[config.mk]
export PLATFORM = sky130hd
export DESIGN_NAME = tog_evt_rx_flat
export DESIGN_NICKNAME = d
export VERILOG_FILES = /design/src/rtl/tog_evt_rx_if.sv /design/src/rtl/tog_evt_rx.sv /design/src/flat_wrapper.sv
export SDC_FILE = /design/constraint.sdc
export NUM_CORES = 1
export LEC_CHECK = 0
export ABC_AREA = 1
export CORE_UTILIZATION = 45
export DETAILED_ROUTE_END_ITERATION = 12
export GPL_ROUTABILITY_DRIVEN = 0
export MAX_ROUTING_LAYER = met4
export PLACE_DENSITY = 0.73
export SYNTH_ARGS = -nofsm -noshare
export SYNTH_HDL_FRONTEND = slang
export SYNTH_SLANG_ARGS = --single-unit
[constraint.sdc]
create_clock -name clk -period 1.6 [get_ports clk]
set_input_delay 0.4 -clock clk [delete_from_list [all_inputs] [get_ports clk]]
set_output_delay 0.4 -clock clk [all_outputs]
set_load 0.01 [all_outputs]
[src/rtl/tog_evt_rx_if.sv]
// tog_evt_rx_if: toggle-event line, pending-event handshake and status for tog_evt_rx.
interface tog_evt_rx_if #(
  parameter int unsigned CNT_W  = 8,
  parameter int unsigned PEND_W = 3
);
  logic              t;
  logic              evt_valid;
  logic              evt_ready;
  logic [PEND_W-1:0] pend_cnt;
  logic [CNT_W-1:0]  evt_total;
  logic              ovf;
  logic              clr_ovf;

  // Consumer/transmitter side
  modport master (
    output t, evt_ready, clr_ovf,
    input  evt_valid, pend_cnt, evt_total, ovf
  );

  // Receiver side
  modport slave (
    input  t, evt_ready, clr_ovf,
    output evt_valid, pend_cnt, evt_total, ovf
  );
endinterface

[src/rtl/tog_evt_rx.sv]
// tog_evt_rx: turns level changes on a TFF toggle line into counted, handshaked events.
// Define TOG_EVT_RX_SYNC_EN for a two-stage input synchronizer; otherwise one stage.
module tog_evt_rx #(
  parameter int unsigned CNT_W  = 8,
  parameter int unsigned PEND_W = 3
) (
  input  logic        clk,
  input  logic        reset,
  tog_evt_rx_if.slave bus
);
  localparam logic [PEND_W-1:0] PMAX = {PEND_W{1'b1}};

  typedef enum logic {ST_PRIME = 1'b0, ST_RUN = 1'b1} state_t;

  state_t            r_state;
  state_t            w_state_nxt;
  logic              w_prime;
  logic              r_s1;
  logic              w_sync;
  logic              r_p;
  logic              r_edge;
  logic [PEND_W-1:0] r_pend;
  logic [PEND_W-1:0] w_pend_nxt;
  logic              r_evt_valid;
  logic [CNT_W-1:0]  r_total;
  logic              r_ovf;
  logic              w_accept;
  logic              w_full;
  logic              w_drop;

  // Input synchronizer; on reset every stage loads t so the held level is not an event
`ifdef TOG_EVT_RX_SYNC_EN
  logic r_s2;
  always_ff @(posedge clk) begin
    r_s1 <= bus.t;
    if (reset) r_s2 <= bus.t;
    else       r_s2 <= r_s1;
  end
  assign w_sync = r_s2;
`else
  always_ff @(posedge clk) begin
    r_s1 <= bus.t;
  end
  assign w_sync = r_s1;
`endif

  // Detector state register
  always_ff @(posedge clk) begin
    if (reset) r_state <= ST_PRIME;
    else       r_state <= w_state_nxt;
  end

  // Detector next state: one priming cycle, then run until reset
  always_comb begin
    w_state_nxt = r_state;
    unique case (r_state)
      ST_PRIME: w_state_nxt = ST_RUN;
      ST_RUN:   w_state_nxt = ST_RUN;
      default:  w_state_nxt = ST_PRIME;
    endcase
  end

  // Detector outputs
  always_comb begin
    w_prime = 1'b0;
    if (r_state == ST_PRIME) w_prime = 1'b1;
  end

  // Registered one-cycle edge pulse per sampled level change
  always_ff @(posedge clk) begin
    if (reset) begin
      r_p    <= bus.t;
      r_edge <= 1'b0;
    end else begin
      r_p    <= w_sync;
      r_edge <= w_prime ? 1'b0 : (w_sync ^ r_p);
    end
  end

  // Pending count: a full queue drops a lone edge but absorbs edge+accept
  always_comb begin
    w_accept   = r_evt_valid & bus.evt_ready;
    w_full     = (r_pend == PMAX);
    w_drop     = r_edge & ~w_accept & w_full;
    w_pend_nxt = r_pend;
    unique case ({r_edge, w_accept})
      2'b10:   w_pend_nxt = w_full ? r_pend : r_pend + PEND_W'(1);
      2'b01:   w_pend_nxt = r_pend - PEND_W'(1);
      default: w_pend_nxt = r_pend;
    endcase
  end

  always_ff @(posedge clk) begin
    if (reset) begin
      r_pend      <= '0;
      r_evt_valid <= 1'b0;
      r_total     <= '0;
      r_ovf       <= 1'b0;
    end else begin
      r_pend      <= w_pend_nxt;
      r_evt_valid <= (w_pend_nxt != '0);
      r_total     <= r_total + CNT_W'(r_edge);
      // A new loss outranks a simultaneous clear
      if (w_drop)           r_ovf <= 1'b1;
      else if (bus.clr_ovf) r_ovf <= 1'b0;
    end
  end

  assign bus.evt_valid = r_evt_valid;
  assign bus.pend_cnt  = r_pend;
  assign bus.evt_total = r_total;
  assign bus.ovf       = r_ovf;
endmodule

[src/flat_wrapper.sv]
// flat-port wrapper written by rule: the top's interface ports become plain ports
module tog_evt_rx_flat 
#(
  parameter int unsigned CNT_W  = 8,
  parameter int unsigned PEND_W = 3
)
  (clk, reset, bus_t, bus_evt_ready, bus_clr_ovf, bus_evt_valid, bus_pend_cnt, bus_evt_total, bus_ovf);
  tog_evt_rx_if #(.CNT_W(CNT_W), .PEND_W(PEND_W)) bus_i ();
  input  logic clk;
  input  logic reset;
  input wire logic [$bits(bus_i.t)-1:0] bus_t;
  input wire logic [$bits(bus_i.evt_ready)-1:0] bus_evt_ready;
  input wire logic [$bits(bus_i.clr_ovf)-1:0] bus_clr_ovf;
  output wire logic [$bits(bus_i.evt_valid)-1:0] bus_evt_valid;
  output wire logic [$bits(bus_i.pend_cnt)-1:0] bus_pend_cnt;
  output wire logic [$bits(bus_i.evt_total)-1:0] bus_evt_total;
  output wire logic [$bits(bus_i.ovf)-1:0] bus_ovf;
  assign bus_i.t = bus_t;
  assign bus_i.evt_ready = bus_evt_ready;
  assign bus_i.clr_ovf = bus_clr_ovf;
  assign bus_evt_valid = bus_i.evt_valid;
  assign bus_pend_cnt = bus_i.pend_cnt;
  assign bus_evt_total = bus_i.evt_total;
  assign bus_ovf = bus_i.ovf;
  tog_evt_rx #(.CNT_W(CNT_W), .PEND_W(PEND_W)) u_core (.clk(clk), .reset(reset), .bus(bus_i));
endmodule
Word level (Yosys, flattened, before mapping). Index checks and enable logic that the tools add are counted.

Register bits: 17. Word-level logic and storage cells: 29.

Multiplexer cells: 6. Add/sub/neg operators: 3. Eq/ne operators: 3. Reduce and logical (&&, ||, !) cells: 3. Bitwise operators: 6.

Operators with widths (count): adder 8 x 1 -> 8 bit (1); one-hot mux 3 bit (2 select lines) (1); 2-to-1 mux 1 bit (4); adder 3 x 1 -> 3 bit (second input constant) (1); bitwise AND 1 bit (3); == test 3 bit (second input constant) (1); 2-to-1 mux 3 bit (1); nonzero test 3 bit (1); subtractor 3 x 1 -> 3 bit (second input constant) (1); == test 2 x 1 -> 1 bit (second input constant) (1); == test 2 bit (second input constant) (1); inverter 1 bit (2); nonzero test 2 bit (1); OR reduction 2 bit (1); bitwise XOR 1 bit (1).

Depth between registers and ports, before layout. Gate-level depths: netlist of run 1.

Word-level depth: 5. Gate-level depth with buffers: 9. Gate-level depth less buffers: 9.

Least setup slack after synthesis of run 1. No wires, ideal clock.

Path type: input-to-reg. Start point: input port bus_evt_ready. End point: register u_core.r_evt_valid, in the netlist u_core.bus.evt_valid. Arrival time: 1.149 ns. Path slack: 0.333 ns. Stages on the path: 9. Path through: nand2_1 inv_1 ha_1 inv_1 nand2_1 nand2_1 nand2_1 nand2_2 nand3_2.

Word-level cells in the longest chain between the ends: 4. Elaborated cells between the ends (all ways): 5. Those cells by class: 2 x eq/ne; 1 x mux; 1 x bitwise; 1 x reduce/logical.

Ends and longest elaborated chain: start, declared (RTL line flat_wrapper.sv:12) `input wire logic [$bits(bus_i.evt_ready)-1:0] bus_evt_ready;`; bitwise AND 1 bit (*) (RTL line tog_evt_rx.sv:82) `w_accept = r_evt_valid & bus.evt_ready;`; == test 2 x 1 -> 1 bit / == test 2 bit (equally long branches) (RTL line tog_evt_rx.sv:86) `unique case ({r_edge, w_accept})`; one-hot mux 3 bit (2 select lines) (*) (RTL line tog_evt_rx.sv:86); nonzero test 3 bit (*) (RTL line tog_evt_rx.sv:101) `r_evt_valid <= (w_pend_nxt != '0);`; end signal, assigned (RTL line tog_evt_rx.sv:101); end, declared (RTL line tog_evt_rx.sv:24) `logic r_evt_valid;`.

Mark *: on every way between the ends. The rest lies on a longest branch, timed or not. A chain may end at the register's enable or synchronous reset.

Worst setup path after layout of run 1.
Start point: register u_core.r_evt_valid, in the netlist u_core.bus.evt_valid. End point: output port bus_evt_valid.

RTL lines: end, declared (RTL line flat_wrapper.sv:14) `output wire logic [$bits(bus_i.evt_valid)-1:0] bus_evt_valid;`.

No word-level cell between the ends.

==> results.md, run 1 <==
- Placement Cell Area: 994.7 um2
- DRC Markers: 0
- Worst Path Class, Setup: register to output pin
- Pint: 0.6144 mW
- # setup viols final: 0
- Slew Viols, Final: 0
- Detailed Route WL: 1476 um
- Clock latency on the worst-skew pair: 0.29 ns
- Post-DR wirelength/cell: 10.25 um
- H-tree depth: 1
- Main combinational cell family by area after synthesis: simple AND/OR/NAND/NOR gates
- Met3 GRT Util: 0.03750
- Worst path required time: 1.20 ns
- Initial DRC Count: 8
- Mux share of post-synthesis cell area: 0
- Core area: 0.001559 mm2
- Slowest stage delay, CP: 0.54 ns
- Top cell type's share of synthesized area: 0.4352
- Cts-stage hold buffer count: 0
- Syn-to-layout area delta: 32.32%
- Bufs and invs on worst path: 1
- Flops & latches, synth: 17
- Clock sinks: 17
- Max VDD drop: 0.5191 mV
- CP endpoint kind: output pin
- Ant diodes: 0
- Commonest non-fill, non-tap cells in the layout: 25 x nand2_1, 16 x inv_1, 15 x nor2_1
- Crit start category: register
- Commonest non-fill, non-tap cell in the layout: nand2_1
- Die footprint: 0.001908 mm2
- Vias in the first global route: 598
- Pin count of the biggest net entering global routing: 11
- Fmax achieved: 639.3 MHz
- Vias per Instance: 4.771
- Maxcap violations: 0
- Fraction of layout cells with a size suffix above 1: 0.1563
- Psw: 0.2239 mW
- Switching portion of total power: 0.2671
- Area leader, netlist: dfxtp_1
- Final Cycle Share: 0.9776
- Post-synth cell types: 15
- Fillers: 143
- Most Crowded Layer GR: met2
- Port bufs: 17
- Final instance area: 0.001035 mm2
- Synth Area in Compound Gates: 0.06720
- Pwr dens: 810.2 mW/mm2
- Sequential power share: 0.556
- Cell family with most CP delay: buffers and inverters
- Clock transition at path regs: 0.09 ns
- Leakage: 0.6326 nW
- Simple-gate share of the synthesized area: 0.2992
- Yosys warns: 0
- Placed cells: 140
- Slowest CP cell: clkdlybuf4s50_1
- Remaining Overflow, GRT: 0
- Synth top area cells: dfxtp_1 44%, nand2_1 12%, ha_1 9.6%, inv_1 7.7%, nor2_1 7.2%
- Comb power frac: 0.178
- Die W: 43.69 um
- Via count: 687
- Syn Nets: 115
- Post-DRT Antenna Nets: 0
- Initial Utilization: 0.5016
- CTS max path bufs: 2
- Num CTS Buffers: 3
- Worst Hold Class: register to register
- All-Layer GR Usage: 0.1801
- Clk_skew: 0.008202 ns
- Post-Synth Adder-Cell Area: 0.09600
- Non-Filler Instances: 144
- Status: finished clean
- Post-Syn Area: 782.0 um2
- Syn Area/Cell: 7.519 um2
- Drt pass-1 iters: 4
- Min cycle time layout: 1.564 ns
- CP Cell Sequence: clkdlybuf4s50_1
- Initial antenna violation count: 0
- Slew margin rel.: 0.8404
- RSZ-0062 raised after global routing: false
- CTS root buf: clkbuf_4
- Synth Area in XOR/XNOR: 0.01120
- Worst slew pin tran: 0.2374 ns
- Row count: 14
- Register area share after synthesis: 0.4352
- # nets final: 140
- Worst-path maximum fanout: 2
- Clock share of power: 0.266
- Synth Instances: 104
- GRT met1 Usage: 0.2073
- Met2 usage: 0.2836
- Final Hold Fails: 0
- I/O pin cnt: 18
- Global-route wire length before repair: 2380 um
- Critical Path AT: 1.16 ns
- CTS tree: built
- Hold Slack: 0.4377 ns
- HPWL after DPL: 1169 um
- Die Y: 43.69 um
[synth_stat cells]
cell type,count
a21oi_1,7
xnor2_1,1
nor2_2,1
nand3_1,5
nor2_1,15
nand3_2,3
inv_1,16
inv_2,3
nand2_2,1
nand2_1,25
dfxtp_1,17
o31ai_1,1
o21ai_1,2
nor3_4,1
ha_1,6
[metrics by stage]
step	utilization	setup WS [ns]	power [mW]	TNS, ns
global route	0.6637	0.0008330	0.8845	0
global placement	0.6380	-0.1231	0.6252	-0.3568
CTS	0.6541	0.004496	0.8461	0
finish	0.6637	0.03591	0.8383	0
floorplan	-	0.3328	0.5645	0
detailed placement	0.6380	-0.1523	0.6314	-0.4800
[final timing paths]
check	from	end	slack, ns	cells after the start
worst max-delay path	u_core.bus.evt_valid	bus_evt_valid	0.04	1
worst min-delay path	u_core.r_state	u_core.r_edge	0.44	2
worst max register to register	u_core.r_edge	u_core.bus.evt_total[6]	0.27	5
worst min register to register	u_core.r_state	u_core.r_edge	0.44	2
[registers in the layout, indices dropped and copies added (netlist names)]
| signal | cells |
|---|---|
| u_core.bus.evt_valid | 1 |
| u_core.r_s1 | 1 |
| u_core.bus.pend_cnt | 3 |
| u_core.bus.evt_total | 8 |
| u_core.r_state | 1 |
| u_core.r_p | 1 |
| u_core.bus.ovf | 1 |
| u_core.r_edge | 1 |
[cell type report]
class,instances,area [um2],area share
Multi-Input combinational cell,68,370.4,0.3579
Sequential cell,17,346.6,0.3349
Timing Repair Buffer,20,200.2,0.1935
Inverter,19,71.32,0.06892
Clock buffer,4,26.28,0.02539
Tap cell,16,20.02,0.01935
[metal layers]
layer | vias up | wire, um
li1 | 372 | -
met1 | 300 | 696
met2 | 11 | 695
met3 | 4 | 57
met4 | 0 | 27
met5 | - | 0
[power by group through the flow]
stage	sequential, mW	combinational [mW]	clock, mW
finish	0.466	0.149	0.223
global route	0.469	0.167	0.248
CTS	0.467	0.150	0.229
detailed placement	0.475	0.156	0
global placement	0.474	0.152	0
floorplan	0.480	0.0845	0
[timing repair]
action | in CTS | in global routing
buffers inserted | 0 | 0
gates resized for setup | 11 | 6
hold endpoints to repair | 0 | 0
endpoints found under the setup margin | 8 | 6
[cells by family after synthesis]
group | Yosys count
buffers and inverters | 19
flip-flops | 17
XOR/XNOR | 1
AO/OA/AOI/OAI | 10
adder cells (fa/ha/maj) | 6
AND/OR/NAND/NOR | 51
No activity file was read; power rests on OpenSTA's default activity.
==> run 2: changes to the inputs <==
- SKIP_CTS_REPAIR_TIMING: not set -> 1
==> run 2 against run 1 <==
Setup slack got worse by 0.0021 ns. Global-route usage is 0.090 points lower. Sequential power barely moved. Cell count is the same. Clock-buffer cell count stayed put. Largest power group unchanged. Register-to-register slack worse by 0.02 ns. Critical path depth unchanged. Via count rose by 1.6%. Critical path type unchanged.
==> results.md, run 2 (same netlist as run 1, synthesis figures left out) <==
- Status: finished clean
- Min cycle time layout: 1.566 ns (+0.002099 ns)
- Clock transition at path regs: 0.09 ns (about the same)
- DRC Markers: 0 (unchanged)
- Largest register FFs: 8 (unchanged)
- Cell depth of the worst hold path: 2 (unchanged)
- Sequential power share: 0.554 (-0.002)
- Worst Path Class, Setup: register to output pin
- Core area: 0.001559 mm2 (unchanged)
- Clock share of power: 0.263 (-0.003)
- CTS tree: built
- Die Y: 43.69 um (unchanged)
- Worst setup margin: 0.03381 ns (-0.002099 ns)
- CP Cell Sequence: clkdlybuf4s50_1
- CP endpoint kind: output pin
- Psw: 0.2236 mW (-0.13%)
- Detailed Route WL: 1521 um (+3.0%)
- Fraction of layout cells with a size suffix above 1: 0.1641 (+0.007813)
- Crit start category: register
- Worst-path maximum fanout: 2 (unchanged)
- Die W: 43.69 um (unchanged)
- Drt pass-1 iters: 3 (-1)
- Pint: 0.6191 mW (+0.75%)
- Comb power frac: 0.183 (+0.005)
- Worst path required time: 1.20 ns (about the same)
- Initial DRC Count: 8 (unchanged)
- Max VDD drop: 0.5210 mV (+0.37%)
- Flop-to-flop setup slack: 0.25 ns (-0.02 ns)
- Remaining Overflow, GRT: 0 (unchanged)
- Row count: 14 (unchanged)
- Via count: 698 (+1.6%)
- Placed cells: 140 (unchanged)
- Slew Viols, Final: 0 (unchanged)
- Initial Utilization: 0.5016 (unchanged)
- Post-DR wirelength/cell: 10.56 um (+3.0%)
- CTS max path bufs: 2 (unchanged)
- Commonest non-fill, non-tap cell in the layout: nand2_1
- Pin count of the biggest net entering global routing: 11 (unchanged)
- Clock sinks: 17 (unchanged)
- Clk_skew: 0.002017 ns (-0.006185 ns)
- Non-Filler Instances: 144 (unchanged)
- Num CTS Buffers: 3 (unchanged)
- Leakage: 0.7129 nW (+13%)
- Reg2reg path depth: 5 (unchanged)
- Crit path from: u_core.bus.evt_valid
- Slowest stage delay, CP: 0.54 ns (about the same)
- I/O pin cnt: 18 (unchanged)
- RSZ-0062 raised after global routing: false
- Min-delay src: u_core.r_state
- Critical Path AT: 1.17 ns (about the same)
- Final Cycle Share: 0.9789 (+0.001312)
- H-tree depth: 1 (unchanged)
- Initial antenna violation count: 0 (unchanged)
- Placement Cell Area: 994.7 um2 (unchanged)
- Dpl ws: -0.1523 ns (unchanged)
- Post-DRT Antenna Nets: 0 (unchanged)
- Final instance area: 0.001059 mm2 (+2.3%)
- All-Layer GR Usage: 0.1792 (-0.0008961)
- Maxcap violations: 0 (unchanged)
- Worst r2r dst: u_core.bus.evt_total[6]
- Hold Slack: 0.4384 ns (+0.0007360 ns)
- Commonest non-fill, non-tap cells in the layout: 25 x nand2_1, 16 x inv_1, 15 x nor2_1
- Vias per Instance: 4.847 (+1.6%)
- Bufs and invs on worst path: 1 (unchanged)
- Slowest CP cell: clkdlybuf4s50_1
- Worst slew pin tran: 0.2375 ns (+0.0001771 ns)
- Worst Hold Class: register to register
- Fmax achieved: 638.5 MHz (-0.13%)
- # setup viols final: 0 (unchanged)
- Tot Pwr: 0.8427 mW (+0.52%)
- Clock latency on the worst-skew pair: 0.28 ns (about the same)
- Global-route wire length before repair: 2366 um (-0.59%)
- Syn-to-layout area delta: 35.36%
- R2r startpoint: u_core.r_edge
- Vias in the first global route: 593 (-0.84%)
- Final Hold Fails: 0 (unchanged)
- Pwr dens: 796.1 mW/mm2 (-1.7%)
- Switching portion of total power: 0.2653 (-0.001709)
- Cell family with most CP delay: buffers and inverters
- HPWL after DPL: 1169 um (unchanged)
- Hold EP: u_core.r_edge
- Ant diodes: 0 (unchanged)
- Die footprint: 0.001908 mm2 (unchanged)
- Port bufs: 17 (unchanged)
- CTS root buf: clkbuf_4
- Slew margin rel.: 0.8403 (about the same)
- # nets final: 140 (unchanged)
-- run 2: layout make-up --
class,count,area (um2)
Fill cell,139,500.5
Timing Repair Buffer,20,222.7
Sequential cell,17,347.8
Multi-Input combinational cell,68,370.4
Clock buffer,4,26.28
Inverter,19,71.32
Tap cell,16,20.02
-- run 2: metal layers --
layer	part of all wire	GRT usage	routed length, um
met1	0.46	0.2073	707
met2	0.47	0.2806	716
met3	0.046	0.03750	70
met4	0.018	0.1125	27
met5	0	-	0
-- run 2: metrics by stage --
step / TNS, ns / utilization
after floorplan: 0 / -
after global placement: -0.3568 / 0.6380
after detailed placement: -0.4800 / 0.6380
after CTS: -0.3692 / 0.6549
after global routing: 0 / 0.6790
final: 0 / 0.6790
-- run 2: power groups by stage --
stage / combinational (mW) / clock, mW / sequential, mW
floorplan: 0.0845 / 0 / 0.480
global placement: 0.152 / 0 / 0.474
detailed placement: 0.156 / 0 / 0.475
CTS: 0.157 / 0.229 / 0.466
global route: 0.172 / 0.249 / 0.470
finish: 0.154 / 0.222 / 0.467
-- run 2: worst max path at each step --
stage	slack, ns	to	cells after the start
after floorplan	0.33	u_core.bus.evt_valid	9
after global placement	-0.12	u_core.bus.evt_valid	10
after detailed placement	-0.15	u_core.bus.evt_valid	10
after CTS	-0.07	bus_pend_cnt[0]	1
after global routing	0.0003	bus_evt_valid	1
final	0.03	bus_evt_valid	1
